<file path="src/rtl/univ_shift_pkg.sv">
// Shared types and next-bit helper for the universal shift register.
package univ_shift_pkg;

  typedef enum logic [2:0] {
    M_HOLD = 3'd0,
    M_LOAD = 3'd1,
    M_SHL  = 3'd2,
    M_SHR  = 3'd3,
    M_ROL  = 3'd4,
    M_ROR  = 3'd5,
    M_ASR  = 3'd6,
    M_CLR  = 3'd7
  } mode_e;

  typedef enum logic {
    S_IDLE  = 1'b0,
    S_BURST = 1'b1
  } state_e;

  function automatic logic is_shift(mode_e m);
    return (m inside {M_SHL, M_SHR, M_ROL, M_ROR, M_ASR});
  endfunction

  // lo/hi are the already-resolved bits arriving from below/above
  function automatic logic next_bit(
    mode_e m,
    logic  cur,
    logic  ld,
    logic  lo,
    logic  hi
  );
    logic r;
    r = cur;
    case (m)
      M_HOLD: r = cur;
      M_LOAD: r = ld;
      M_SHL,
      M_ROL:  r = lo;
      M_SHR,
      M_ROR,
      M_ASR:  r = hi;
      M_CLR:  r = 1'b0;
      default: r = cur;
    endcase
    return r;
  endfunction

endpackage

</file>
<file path="src/rtl/univ_shift_reg_dff.sv">
// One-bit D flip-flop cell with synchronous
// active-high reset and enable.
module dff_sync_reset_en #(
  parameter logic RST_BIT = 1'b0
) (
  input  logic clk,
  input  logic reset,
  input  logic en,
  input  logic d,
  output logic q
);

  always_ff @(posedge clk) begin
    if (reset)   q <= RST_BIT;
    else if (en) q <= d;
  end

endmodule

</file>
<file path="src/rtl/univ_shift_reg.sv">
// Universal shift register with counted
// burst engine (start/busy/done).
module univ_shift_reg
  import univ_shift_pkg::*;
#(
  parameter int             WIDTH     = 8,
  parameter logic [WIDTH-1:0] RESET_VAL = '0,
  localparam int            CNT_W     = $clog2(WIDTH + 1)
) (
  input  logic             clk,
  input  logic             reset,
  input  logic [2:0]       mode,
  input  logic [WIDTH-1:0] d_in,
  input  logic             ser_in_l,
  input  logic             ser_in_r,
  input  logic             start,
  input  logic [CNT_W-1:0] shift_cnt,
  output logic [WIDTH-1:0] q_out,
  output logic             ser_out_l,
  output logic             ser_out_r,
  output logic             busy,
  output logic             done
);

  state_e           state_q, state_d;
  mode_e            mode_q, mode_d;
  logic [CNT_W-1:0] cnt_q, cnt_d;
  logic             done_q, done_d;
  mode_e            op;
  mode_e            mode_in;
  logic [CNT_W-1:0] n_sat;
  logic [WIDTH-1:0] q;

  assign mode_in = mode_e'(mode);
  assign n_sat   = (shift_cnt > CNT_W'(WIDTH))
                 ? CNT_W'(WIDTH) : shift_cnt;

  always_comb begin
    state_d = state_q;
    mode_d  = mode_q;
    cnt_d   = cnt_q;
    done_d  = 1'b0;
    op      = M_HOLD;
    unique case (state_q)
      S_IDLE: begin
        if (start && is_shift(mode_in)) begin
          // accepting edge performs no operation
          if (n_sat == '0) begin
            done_d = 1'b1;
          end else begin
            mode_d  = mode_in;
            cnt_d   = n_sat;
            state_d = S_BURST;
          end
        end else begin
          op = mode_in;
        end
      end
      S_BURST: begin
        op    = mode_q;
        cnt_d = cnt_q - CNT_W'(1);
        if (cnt_q == CNT_W'(1)) begin
          state_d = S_IDLE;
          done_d  = 1'b1;
        end
      end
      default: state_d = S_IDLE;
    endcase
  end

  always_ff @(posedge clk) begin
    if (reset) begin
      state_q <= S_IDLE;
      mode_q  <= M_HOLD;
      cnt_q   <= '0;
      done_q  <= 1'b0;
    end else begin
      state_q <= state_d;
      mode_q  <= mode_d;
      cnt_q   <= cnt_d;
      done_q  <= done_d;
    end
  end

  genvar i;
  generate
    for (i = 0; i < WIDTH; i++) begin : g_bit
      logic lo, hi, nb;
      if (i == 0) begin : g_lo_edge
        assign lo = (op == M_ROL) ? q[WIDTH-1] : ser_in_l;
      end else begin : g_lo_mid
        assign lo = q[i-1];
      end
      if (i == WIDTH - 1) begin : g_hi_edge
        assign hi = (op == M_ROR) ? q[0]
                  : (op == M_ASR) ? q[WIDTH-1]
                  : ser_in_r;
      end else begin : g_hi_mid
        assign hi = q[i+1];
      end
      assign nb = next_bit(op, q[i], d_in[i], lo, hi);
      dff_sync_reset_en #(
        .RST_BIT (RESET_VAL[i])
      ) u_cell (
        .clk   (clk),
        .reset (reset),
        .en    (op != M_HOLD),
        .d     (nb),
        .q     (q[i])
      );
    end
  endgenerate

  assign q_out     = q;
  assign ser_out_l = q[WIDTH-1];
  assign ser_out_r = q[0];
  assign busy      = (state_q == S_BURST);
  assign done      = done_q;

endmodule

</file>
<file path="config.mk">
export PLATFORM = sky130hd
export DESIGN_NAME = univ_shift_reg
export DESIGN_NICKNAME = d
export VERILOG_FILES = /design/src/rtl/univ_shift_pkg.sv /design/src/rtl/univ_shift_reg_dff.sv /design/src/rtl/univ_shift_reg.sv
export SDC_FILE = /design/constraint.sdc
export NUM_CORES = 1
export LEC_CHECK = 0
export ABC_CLOCK_PERIOD_IN_PS = 2500
export CORE_ASPECT_RATIO = 0.6
export CORE_UTILIZATION = 51
export DETAILED_ROUTE_END_ITERATION = 6
export PLACE_DENSITY = 0.84
export SYNTH_ARGS = -nofsm -noshare
export SYNTH_HDL_FRONTEND = slang
export SYNTH_SLANG_ARGS = --single-unit
</file>
<file path="constraint.sdc">
create_clock -name clk -period 2.5 [get_ports clk]
set_input_delay 0.375 -clock clk [delete_from_list [all_inputs] [get_ports clk]]
set_output_delay 0.375 -clock clk [all_outputs]
set_load 0.03 [all_outputs]
</file>
==> flow_summary.yaml, run 1 <==
logic_synthesis:
  synth_edf_count: 0
  yosysSeqAreaShare_pct: 28.4
  synth.most_common_cell: "a21oi_1"
  synthCells: 141
  synth_fp_nets: 163
  synth_area_leaders: "dfxtp_1 (28%), mux2i_1 (9.2%), a21oi_1 (8.4%)"
  yosysWarnings: 0
  synth_common_cells: "a21oi_1 (20), nand2_1 (19), dfxtp_1 (17)"
  ys_types: 40
  synth_top_cell_by_area: "dfxtp_1"
  ys_ff_latch: 17
  ys.flop_type: "dfxtp_1"
  syn_area_per_cell_sq_um: 8.49
  synth_top_area_share_pct: 28.4
  ys_async_sr_fraction_pct: 0
  syn_area_sq_um: 1200
global_route:
  grt_start_max_net_pins: 20
  antenna_found_initial: 0
  grt_pass1_wl_mm: 4.44
  grt-ovfl-total: 0
  track_usage_pct: 24.5
  grt_pass1_vias: 988
worst_hold_path:
  min_from: "mode_q[0]"
  min_path_cells: 2
  min_to: "mode_q[0]"
  min_path_type: "reg2reg"
critical_path:
  crit_path_start_kind: "input pin"
  cp.required_ns: 2.65
  r2r_end: "g_bit[7].u_cell.q"
  end_kind: "flop"
  r2r_cells: 6
  rrSetupSlack_ns: 0.70
  r2r_start: "busy"
  worstSetupPathType: "in2reg"
  arrival_ns: 2.09
  crit_fanout: 7
timing:
  tightest_slew_ns: 0.424
  fmax_mhz: 515
  slew-limit-headroom_pct: 71.7
  rsz0062_at_grt: "false"
  hold_violations: 0
  setup-violations-final: 0
  finalSetupTns_ns: 0
  post-route-min-period_ns: 1.94
  min_period_over_period_pct: 77.6
  slew_violations: 0
  fin_skew_ns: 0.00580
power_and_ir_drop:
  leakagePower_nw: 0.553
  power.total_mw: 0.874
  ir_drop_mv: 0.345
  p_per_area_nw_per_um2: 574
final_layout:
  antenna_cells: 0
  areaGrowthSynthToFinish_pct: 27.2
  drive_gt1_share_pct: 10.8
  nets: 189
job:
  max_cap_viol_count: 0
placement:
  gp_routability_congestion: 0.884
  dpl.hpwl_mm: 2.23
  port_buffers: 31
routing:
  vias_per_cell: 5.69
  drtIter0Drc: 92
  first_pass_iters: 4
  final_antenna_net_count: 0
  drt_wl_total_mm: 2.89
  avgRoutedWirePerCell_um: 14.7
  vias: 1115
  drc_errors: 0
clock_tree:
  cts_setup_buffers: 0
  clock_sinks: 17
  cts_hold_buf: 0
  worst_skew_pair.late_latency_ns: 0.26
  cts_resized: 0
  clock-root-buffer: "clkbuf_8"
  cts_buffer_depth: 2
  clk_pin_slew_ns: 0.07
  h-tree-depth: 1
  cts_tree: "done"
  cts_made_buffers: 3
floorplanning:
  die_height_um: 39.5
  die_w_um: 64.6
  dieArea_sq_um: 2550
  coreArea_sq_um: 2200
  io_pins: 32
  rows: 13
  initial_core_util_pct: 54.5
outcome:
  status: "complete, no violations"
stage by stage:
stage	util [%]	cells	area (sq um)	hold slack [ns]	setup WS (ns)
after floorplan	-	141	1200	0.436	0.717
after global placement	67.3	192	1480	0.443	0.349
after detailed placement	67.3	192	1480	0.464	0.293
after CTS	69.3	196	1520	0.474	0.575
after global routing	69.3	196	1520	0.480	0.425
final	69.3	196	1520	0.466	0.559
registers in the layout (all words and copies together) (netlist names):
| register | flops |
|---|---|
| busy | 1 |
| mode_q | 3 |
| done | 1 |
| g_bit.u_cell.q | 8 |
| cnt_q | 4 |
critical path, cell delays in order:
cell and delay, ns:
clkdlybuf4s50_1 0.57, mux2i_1 0.16, a21o_4 0.24, xnor2_4 0.27, and2b_4 0.20, nor3_2 0.04, a32o_1 0.21
layout by cell type (no fill, tap or decap), types with 2 or more instances in the layout:
| cell | count |
|---|---|
| nand2b_1 | 3 |
| clkbuf_8 | 3 |
| mux2i_1 | 11 |
| ha_1 | 2 |
| nor3_1 | 2 |
| a211oi_1 | 4 |
| nand3_1 | 2 |
| inv_1 | 4 |
| buf_4 | 2 |
| nor2_2 | 2 |
| mux2_1 | 6 |
| nor2_1 | 10 |
| clkdlybuf4s50_1 | 31 |
| nand2_1 | 19 |
| dfxtp_1 | 17 |
| a21oi_2 | 2 |
| a31oi_1 | 3 |
| a21oi_1 | 20 |
how the worst max path moves through the flow:
stage                        from                end  slack [ns]  cells after the start
final                     mode[2]  g_bit[7].u_cell.q        0.56                      7
after global routing      mode[1]           cnt_q[2]        0.42                      7
after CTS                 mode[2]  g_bit[7].u_cell.q        0.57                      7
after detailed placement  mode[1]  g_bit[3].u_cell.q        0.29                      7
after global placement    mode[2]  g_bit[7].u_cell.q        0.35                      7
after floorplan              busy  g_bit[7].u_cell.q        0.72                      7
final cells by class:
cell class / instances / area [sq um]
Timing Repair Buffer: 34 / 345
Clock buffer: 4 / 45.0
Fill cell: 179 / 673
Tap cell: 30 / 37.5
Multi-Input combinational cell: 107 / 739
Sequential cell: 17 / 340
Inverter: 4 / 15.0
routing by layer:
metal | GRT usage [%] | part of all wire, % | up-vias
li1 | - | - | 550
met1 | 31.1 | 46 | 519
met2 | 39.5 | 45 | 38
met3 | 4.65 | 5.8 | 8
met4 | 15.0 | 3.0 | 0
met5 | 0 | 0 | -
power by group:
| part | switching, mW | total (mW) | internal (mW) | leakage (nW) |
|---|---|---|---|---|
| Sequential | 0.0341 | 0.332 | 0.298 | 0.139 |
| Combinational | 0.174 | 0.334 | 0.159 | 0.391 |
| Clock | 0.0957 | 0.209 | 0.113 | 0.0228 |
kinds of logic after synthesis:
| logic type | after synthesis | synth area share (%) |
|---|---|---|
| and+or+nand+nor | 47 | 19.9 |
| buffers and inverters | 17 | 9.82 |
| xor gates and xnor gates | 3 | 3.76 |
| muxes | 17 | 14.8 |
| DFF | 17 | 28.4 |
| adders and majority gates | 2 | 2.09 |
| AOI/OAI and AO/OA | 38 | 21.2 |
Power figures use the tool's default switching activity.
==> run 2, diff against run 1 <==
--- a/config.mk
+++ b/config.mk
@@ -5,11 +5,11 @@
 export SDC_FILE = /design/constraint.sdc
 export NUM_CORES = 1
 export LEC_CHECK = 0
-export ABC_CLOCK_PERIOD_IN_PS = 2500
+export ABC_CLOCK_PERIOD_IN_PS = 2000
 export CORE_ASPECT_RATIO = 0.6
-export CORE_UTILIZATION = 51
+export CORE_UTILIZATION = 48
 export DETAILED_ROUTE_END_ITERATION = 6
-export PLACE_DENSITY = 0.84
+export PLACE_DENSITY = 0.79
 export SYNTH_ARGS = -nofsm -noshare
 export SYNTH_HDL_FRONTEND = slang
 export SYNTH_SLANG_ARGS = --single-unit
==> constraint.sdc (replaced) <==
create_clock -name clk -period 2 [get_ports clk]
set_input_delay 0.3 -clock clk [delete_from_list [all_inputs] [get_ports clk]]
set_output_delay 0.3 -clock clk [all_outputs]
set_load 0.03 [all_outputs]
==> run 2 against run 1 <==
Net effect:
- wire length grew 6.4%
- clock power rose by 23%
- clock skew up 0.0020 ns
- sequential power rose by 25%
- critical path depth rose by 2
- worst setup slack worse by 0.46 ns
==> flow_summary.yaml, run 2 (synthesis results as in run 1) <==
outcome:
  status: "complete, no violations"
clock_tree:
  cts_buffer_depth: 2
  clk_pin_slew_ns: 0.07
  cts_tree: "done"
  clock_sinks: 17
  cts_made_buffers: 3
  cts_setup_buffers: 0
  clock-root-buffer: "clkbuf_8"
  h-tree-depth: 1
  cts_resized: 0
  cts_hold_buf: 0
  worst_skew_pair.late_latency_ns: 0.25
timing:
  slew-limit-headroom_pct: 72.7
  rsz0062_at_grt: "false"
  post-route-min-period_ns: 1.90
  slew_violations: 0
  fmax_mhz: 527
  fin_skew_ns: 0.00776
  tightest_slew_ns: 0.408
  setup-violations-final: 0
  min_period_over_period_pct: 94.8
  hold_violations: 0
  timing.hold.ws_ns: 0.458
job:
  max_cap_viol_count: 0
floorplanning:
  die_height_um: 40.7
  io_pins: 32
  rows: 13
  initial_core_util_pct: 53.0
  coreArea_sq_um: 2260
  die_w_um: 66.5
  dieArea_sq_um: 2700
final_layout:
  nets: 200
  fillCellCount: 177
  regMostFlops: "g_bit.u_cell.q"
  layout_common_cells: "clkdlybuf4s50_1 (30), a21oi_1 (20), nand2_1 (19), dfxtp_1 (17), buf_4 (13)"
  largest_reg_flops: 8
  drive_gt1_share_pct: 16.4
  areaGrowthSynthToFinish_pct: 34.3
  mostFrequentLayoutCell: "clkdlybuf4s50_1"
  final_cells: 207
  reg_top3: "g_bit.u_cell.q (8), cnt_q (4), mode_q (3)"
  final_core_util_pct: 71.1
  antenna_cells: 0
routing:
  drt_wl_total_mm: 3.07
  avgRoutedWirePerCell_um: 14.8
  vias_per_cell: 5.44
  drc_errors: 0
  first_pass_iters: 5
  vias: 1127
  drtIter0Drc: 58
  final_antenna_net_count: 0
power_and_ir_drop:
  leakagePower_nw: 0.621
  ir_drop_mv: 0.435
  p_per_area_nw_per_um2: 700
worst_hold_path:
  min_from: "mode_q[2]"
  min_path_cells: 2
  min_path_type: "reg2reg"
global_route:
  antenna_found_initial: 0
  grt-ovfl-total: 0
  grt_pass1_wl_mm: 4.73
  grt_start_max_net_pins: 17
  grt_pass1_vias: 1002
  track_usage_pct: 25.0
placement:
  dpl.hpwl_mm: 2.37
  port_buffers: 31
  place_inst: 203
  gp_routability_congestion: 0.788
critical_path:
  crit_path_start_kind: "input pin"
  arrival_ns: 2.02
  r2r_start: "busy"
  worstSetupPathType: "in2reg"
  critPathLaunch: "mode[2]"
  cp.required_ns: 2.13
  end_kind: "flop"
  crit_fanout: 16
  r2r_cells: 8
  rrSetupSlack_ns: 0.17
==> run 2: cell types whose count changed in the layout (fill, tap and decap cells not counted) <==
| cell | change |
|---|---|
| clkdlybuf4s50_1 | -1 |
| dlymetal6s2s_1 | +1 |
| buf_4 | +11 |
==> run 2: final timing paths <==
path,to
worst max register to register,g_bit[1].u_cell.q
worst min-delay path,mode_q[2]
worst min register to register,mode_q[2]
worst max-delay path,g_bit[1].u_cell.q
==> run 2: cell type report <==
| type | count | area (sq um) | area share, % |
|---|---|---|---|
| multi-input combinational | 107 | 739 | 46.0 |
| clock buffer | 4 | 45.0 | 2.80 |
| timing repair buffer | 45 | 430 | 26.8 |
| sequential | 17 | 340 | 21.2 |
| inverter | 4 | 15.0 | 0.934 |
| tap | 30 | 37.5 | 2.33 |
==> run 2: critical path, cell delays in order <==
cell and delay [ns]:
clkdlybuf4s50_1 0.55, xor2_1 0.27, a21oi_4 0.10, buf_12 0.16
buf_4 0.14, mux2i_1 0.18, nor2_1 0.08, a21oi_1 0.14
a21oi_1 0.10
==> run 2: metal layers <==
metal	wire (um)	up-vias	part of all wire [%]	global-route usage, %
li1	-	570	-	-
met5	0	-	0	0
met1	1560	529	51	34.4
met3	124	2	4.0	5.00
met2	1360	26	44	39.8
met4	27	0	0.88	8.51
==> run 2: metrics by stage <==
step	setup WS [ns]	total power, mW	setup TNS [ns]	instance area [sq um]
floorplan	0.217	0.717	0	1200
global placement	-0.00373	0.851	-0.00753	1560
detailed placement	-0.127	0.870	-0.536	1560
CTS	0.00870	1.13	0	1610
global route	0.0638	1.18	0	1610
finish	0.104	1.13	0	1610
==> run 2: power breakdown <==
group          internal [mW]  total, mW  leakage [nW]  switching (mW)
sequential             0.372      0.415         0.139          0.0431
combinational          0.223      0.452         0.459           0.229
clock                  0.141      0.258        0.0228           0.117
total                  0.737       1.13         0.621           0.389
==> variant 1, RTL diff (flow settings as in run 2) <==
Add an input register stage for `mode`, `d_in`, `ser_in_l`, `ser_in_r`, `start` and `shift_cnt`; this delays them by one clock.
--- a/src/rtl/univ_shift_reg.sv
+++ b/src/rtl/univ_shift_reg.sv
@@ -22,6 +22,22 @@
   output logic             done
 );
 
+  logic [2:0] mode_r;
+  logic [WIDTH-1:0] d_q;
+  logic ser_in_l_q;
+  logic ser_in_r_q;
+  logic start_q;
+  logic [CNT_W-1:0] shift_cnt_q;
+
+  always_ff @(posedge clk) begin
+    mode_r      <= mode;
+    d_q         <= d_in;
+    ser_in_l_q  <= ser_in_l;
+    ser_in_r_q  <= ser_in_r;
+    start_q     <= start;
+    shift_cnt_q <= shift_cnt;
+  end
+
   state_e           state_q, state_d;
   mode_e            mode_q, mode_d;
   logic [CNT_W-1:0] cnt_q, cnt_d;
@@ -31,9 +47,9 @@
   logic [CNT_W-1:0] n_sat;
   logic [WIDTH-1:0] q;
 
-  assign mode_in = mode_e'(mode);
-  assign n_sat   = (shift_cnt > CNT_W'(WIDTH))
-                 ? CNT_W'(WIDTH) : shift_cnt;
+  assign mode_in = mode_e'(mode_r);
+  assign n_sat   = (shift_cnt_q > CNT_W'(WIDTH))
+                 ? CNT_W'(WIDTH) : shift_cnt_q;
 
   always_comb begin
     state_d = state_q;
@@ -43,7 +59,7 @@
     op      = M_HOLD;
     unique case (state_q)
       S_IDLE: begin
-        if (start && is_shift(mode_in)) begin
+        if (start_q && is_shift(mode_in)) begin
           // accepting edge performs no operation
           if (n_sat == '0) begin
             done_d = 1'b1;
@@ -87,18 +103,18 @@
     for (i = 0; i < WIDTH; i++) begin : g_bit
       logic lo, hi, nb;
       if (i == 0) begin : g_lo_edge
-        assign lo = (op == M_ROL) ? q[WIDTH-1] : ser_in_l;
+        assign lo = (op == M_ROL) ? q[WIDTH-1] : ser_in_l_q;
       end else begin : g_lo_mid
         assign lo = q[i-1];
       end
       if (i == WIDTH - 1) begin : g_hi_edge
         assign hi = (op == M_ROR) ? q[0]
                   : (op == M_ASR) ? q[WIDTH-1]
-                  : ser_in_r;
+                  : ser_in_r_q;
       end else begin : g_hi_mid
         assign hi = q[i+1];
       end
-      assign nb = next_bit(op, q[i], d_in[i], lo, hi);
+      assign nb = next_bit(op, q[i], d_q[i], lo, hi);
       dff_sync_reset_en #(
         .RST_BIT (RESET_VAL[i])
       ) u_cell (
Check against the original RTL: not equivalent (a bounded check fails within 4 cycles, from zero or initial values and one cycle with reset high).
==> variant 1 against run 2 <==
  * Via count is 0.89% lower
  * Worst setup slack worse by 0.035 ns
  * Clock power is 110% higher
  * Count of clock-buffer cells in the layout is 2 higher
  * Sequential share of layout area is 16 points higher
  * Wire length is 5.5% higher
  * Clock skew is 0.0039 ns lower
  * Sequential cell count is 18 higher
  * Cell area is 17% higher
  * Area after synthesis is 20% higher
  * Total power is 51% higher
  * Critical path type is now flop to flop
  * Highest routed layer unchanged
==> variant 1: results (changes against run 2) <==
| Metric | Value |
|---|---|
| Pwr Total | `1.70 mW (+51%)` |
| Biggest regs | `d_q x8, g_bit.u_cell.q x8` |
| Clock skew | `0.00386 ns (-0.00390 ns)` |
| Post-synthesis mux area share | `0.0975 (-0.0509)` |
| Routability cong. | `0.904 (+15%)` |
| First-pass DRT Iterations | `4 (-1)` |
| Area after DPL | `0.00176 mm^2 (+13%)` |
| Setup Slack @ Placement | `0.0342 ns (+0.161 ns)` |
| Metal2 WL | `1350 um (-0.81%)` |
| Outcome | `finished clean` |
| Num CTS Buffers | `5 (+2)` |
| Via count of the first global-routing pass | `1050 (+4.8%)` |
| WL met3 | `159 um (+28%)` |
| Hold depth | `1 (-1)` |
| Global-route wire length before repair | `5150 um (+8.9%)` |
| Pleak | `0.745 nW (+20%)` |
| Final WL | `3240 um (+5.5%)` |
| Met1 usage | `0.330 (-0.0143)` |
| IR Drop Worst-Case VDD | `0.509 mV (+17%)` |
| Number of fill cells in the layout | `212 (+20%)` |
| Global Route met2 Usage | `0.312 (-0.0858)` |
| Xor-xnor portion of the synthesized cell area | `0.0122 (-0.0254)` |
| Worst slew pin tran | `0.484 ns (+0.0763 ns)` |
| Final worst path period share | `0.966 (+0.0174)` |
| Total GRT Usage | `0.226 (-0.0241)` |
| Global routing usage on met3 | `0.0706 (+0.0206)` |
| Drt initial violations | `53 (-8.6%)` |
==> variant 1: power breakdown <==
group / switching (mW) / leakage [nW] / internal, mW
clock: 0.267 / 0.0474 / 0.281
combinational: 0.179 / 0.406 / 0.178
sequential: 0.0503 / 0.291 / 0.749
total: 0.496 / 0.745 / 1.21
==> variant 1: repair_timing <==
item / 4_1_cts / 5_1_grt
gates resized for setup: 0 / 3
endpoints found under the hold margin: 0 / 0
buffers inserted: 0 / 2
setup endpoints to repair: 0 / 7
==> variant 1: cell type report <==
type                    count  area, um^2  share of cell area
repair buffers             41         389               0.207
inverters                   6        22.5              0.0120
flip-flops and latches     35         703               0.374
well taps                  40        50.0              0.0266
clock buffers               6        82.6              0.0439
clock inverters             2        16.3             0.00864
multi-input cells          82         618               0.328
==> variant 1: cells by family after synthesis <==
kind of cell,count (synthesis)
xor gates and xnor gates,2
adders and majority gates,2
buffers and inverters,21
AOI/OAI and AO/OA,27
muxes,14
DFF,35
and+or+nand+nor,37
==> variant 2, RTL diff (flow settings as in run 2) <==
Without the edit above. Change the parameter `WIDTH` from 8 to 16.
--- a/src/rtl/univ_shift_reg.sv
+++ b/src/rtl/univ_shift_reg.sv
@@ -3,7 +3,7 @@
 module univ_shift_reg
   import univ_shift_pkg::*;
 #(
-  parameter int             WIDTH     = 8,
+  parameter int             WIDTH     = 16,
   parameter logic [WIDTH-1:0] RESET_VAL = '0,
   localparam int            CNT_W     = $clog2(WIDTH + 1)
 ) (
Ports: changed (resized d_in, q_out and shift_cnt); port bits go from 32 to 49. The function was not compared with the original's and may differ.
==> variant 2 against run 2 <==
  * Non-clock buffer count grew 24
  * Sequential cell count grew 9
  * Fmax shrank 3.0%
  * Area after synthesis grew 46%
  * Worst setup slack lost 0.058 ns
  * Cell area grew 45%
  * Wire length grew 45%
  * Count of clock-buffer cells in the layout is the same
  * Global-route usage shrank 1.1 points
  * Worst hold slack gained 0.038 ns
  * First-iteration DRC count grew 110%
  * Total power grew 41%
  * Largest cell class unchanged
==> variant 2: results (changes against run 2) <==
| Metric | Value |
|---|---|
| Outcome | `finished clean` |
| Total Nets Final | `310 (+55%)` |
| Largest net degree at the start of global routing | `22 (+5)` |
| Period minus WS final | `1.95 ns (+0.0581 ns)` |
| IR Drop Worst-Case VDD | `0.412 mV (-5.2%)` |
| Worst hold start | `cnt_q[3]$_SDFFE_PP0P_` |
| Clock skew | `0.00464 ns (-0.00313 ns)` |
| Pleak | `0.832 nW (+34%)` |
| Synth Area in Compound Gates | `0.264 (+0.0515)` |
| Top cells by count, synth | `48 x nand2_1, 29 x nor2_1, 28 x a21oi_1` |
| Wire length per cell | `13.8 um (-7.0%)` |
| Global-route wire length before repair | `7260 um (+54%)` |
| Xor-xnor portion of the synthesized cell area | `0.0243 (-0.0133)` |
| Multi-input logic cell count | `177 (+65%)` |
| Final WL | `4460 um (+45%)` |
| Sequential share of cell area | `0.224 (+0.0124)` |
| Setup Slack @ Placement | `-0.121 ns (+0.00538 ns)` |
| Post-Syn Area per Cell | `7.45 um^2 (-12%)` |
| Met1 usage | `0.363 (+0.0187)` |
| Post-CTS resize count | `1 (+1)` |
| Highest cell delay on the worst timing path | `0.69 ns (+0.14 ns)` |
| Routed met1 length | `2260 um (+45%)` |
| WL met3 | `295 um (+140%)` |
| R2R setup slack | `0.27 ns (+0.10 ns)` |
| DP HPWL | `3260 um (+38%)` |
| Post-synthesis mux area share | `0.0429 (-0.106)` |
| WHS | `0.496 ns (+0.0380 ns)` |
| Clk Latency, worst-skew pair | `0.28 ns (+0.03 ns)` |
| Largest cells by area after synthesis | `dfxtp_1 30%, nand2_1 10%, buf_4 8.1%` |
| Setup crit start | `busy$_SDFF_PP0_` |
| CP arrival | `1.65 ns (-0.37 ns)` |
| Clock slew at reported path FFs | `0.10 ns (+0.03 ns)` |
| Multi-input combinational cell area | `0.00102 mm^2 (+39%)` |
| Biggest regs | `g_bit.u_cell.q x16, cnt_q x5, mode_q x3` |
| Port Buffer Count | `48 (+55%)` |
| Slew margin rel. | `0.649 (-0.0784)` |
| Clk cell area share | `0.0236 (-0.00437)` |
| Total GRT Usage | `0.239 (-0.0107)` |
| Number of fill cells in the layout | `292 (+65%)` |
| Area after DPL | `0.00227 mm^2 (+46%)` |
| Number of sequential cells | `26 (+9)` |
| Via count of the first global-routing pass | `1540 (+54%)` |
| Pint | `1.02 mW (+39%)` |
| Global Route met2 Usage | `0.340 (-0.0575)` |
| Drt initial violations | `120 (+110%)` |
| Syn Inst Count | `235 (+67%)` |
| Routability cong. | `0.869 (+10%)` |
| Sequential share of the synthesized area | `0.297 (+0.0129)` |
| Worst setup path endpoint | `busy` |
| Hold path endpoint | `cnt_q[3]$_SDFFE_PP0P_` |
| Critical Path Fanout Max | `14 (-2)` |
| Library cells used by synthesis | `42 (+5.0%)` |
variant 2: cell types whose count changed after synthesis, moves of 3 or more:
cell,delta
buf_4,+11
a211oi_1,+12
a21oi_2,+9
nand2_1,+29
nor2_1,+19
mux2_1,-6
a21oi_1,+8
mux2i_1,-5
dfxtp_1,+9
buf_2,+3
variant 2: tightest hold or removal path: stages (launching register included):
cell	delay [ns]
dfxtp_1	0.33
o21ai_0	0.07
a21oi_1	0.06
variant 2: power by group through the flow:
| stage | Combinational [mW] | Clock [mW] | Sequential (mW) |
|---|---|---|---|
| detailed placement | 0.603 | 0 | 0.626 |
| floorplan | 0.393 | 0 | 0.625 |
| finish | 0.611 | 0.358 | 0.615 |
| CTS | 0.608 | 0.363 | 0.615 |
| global route | 0.659 | 0.388 | 0.622 |
| global placement | 0.595 | 0 | 0.626 |
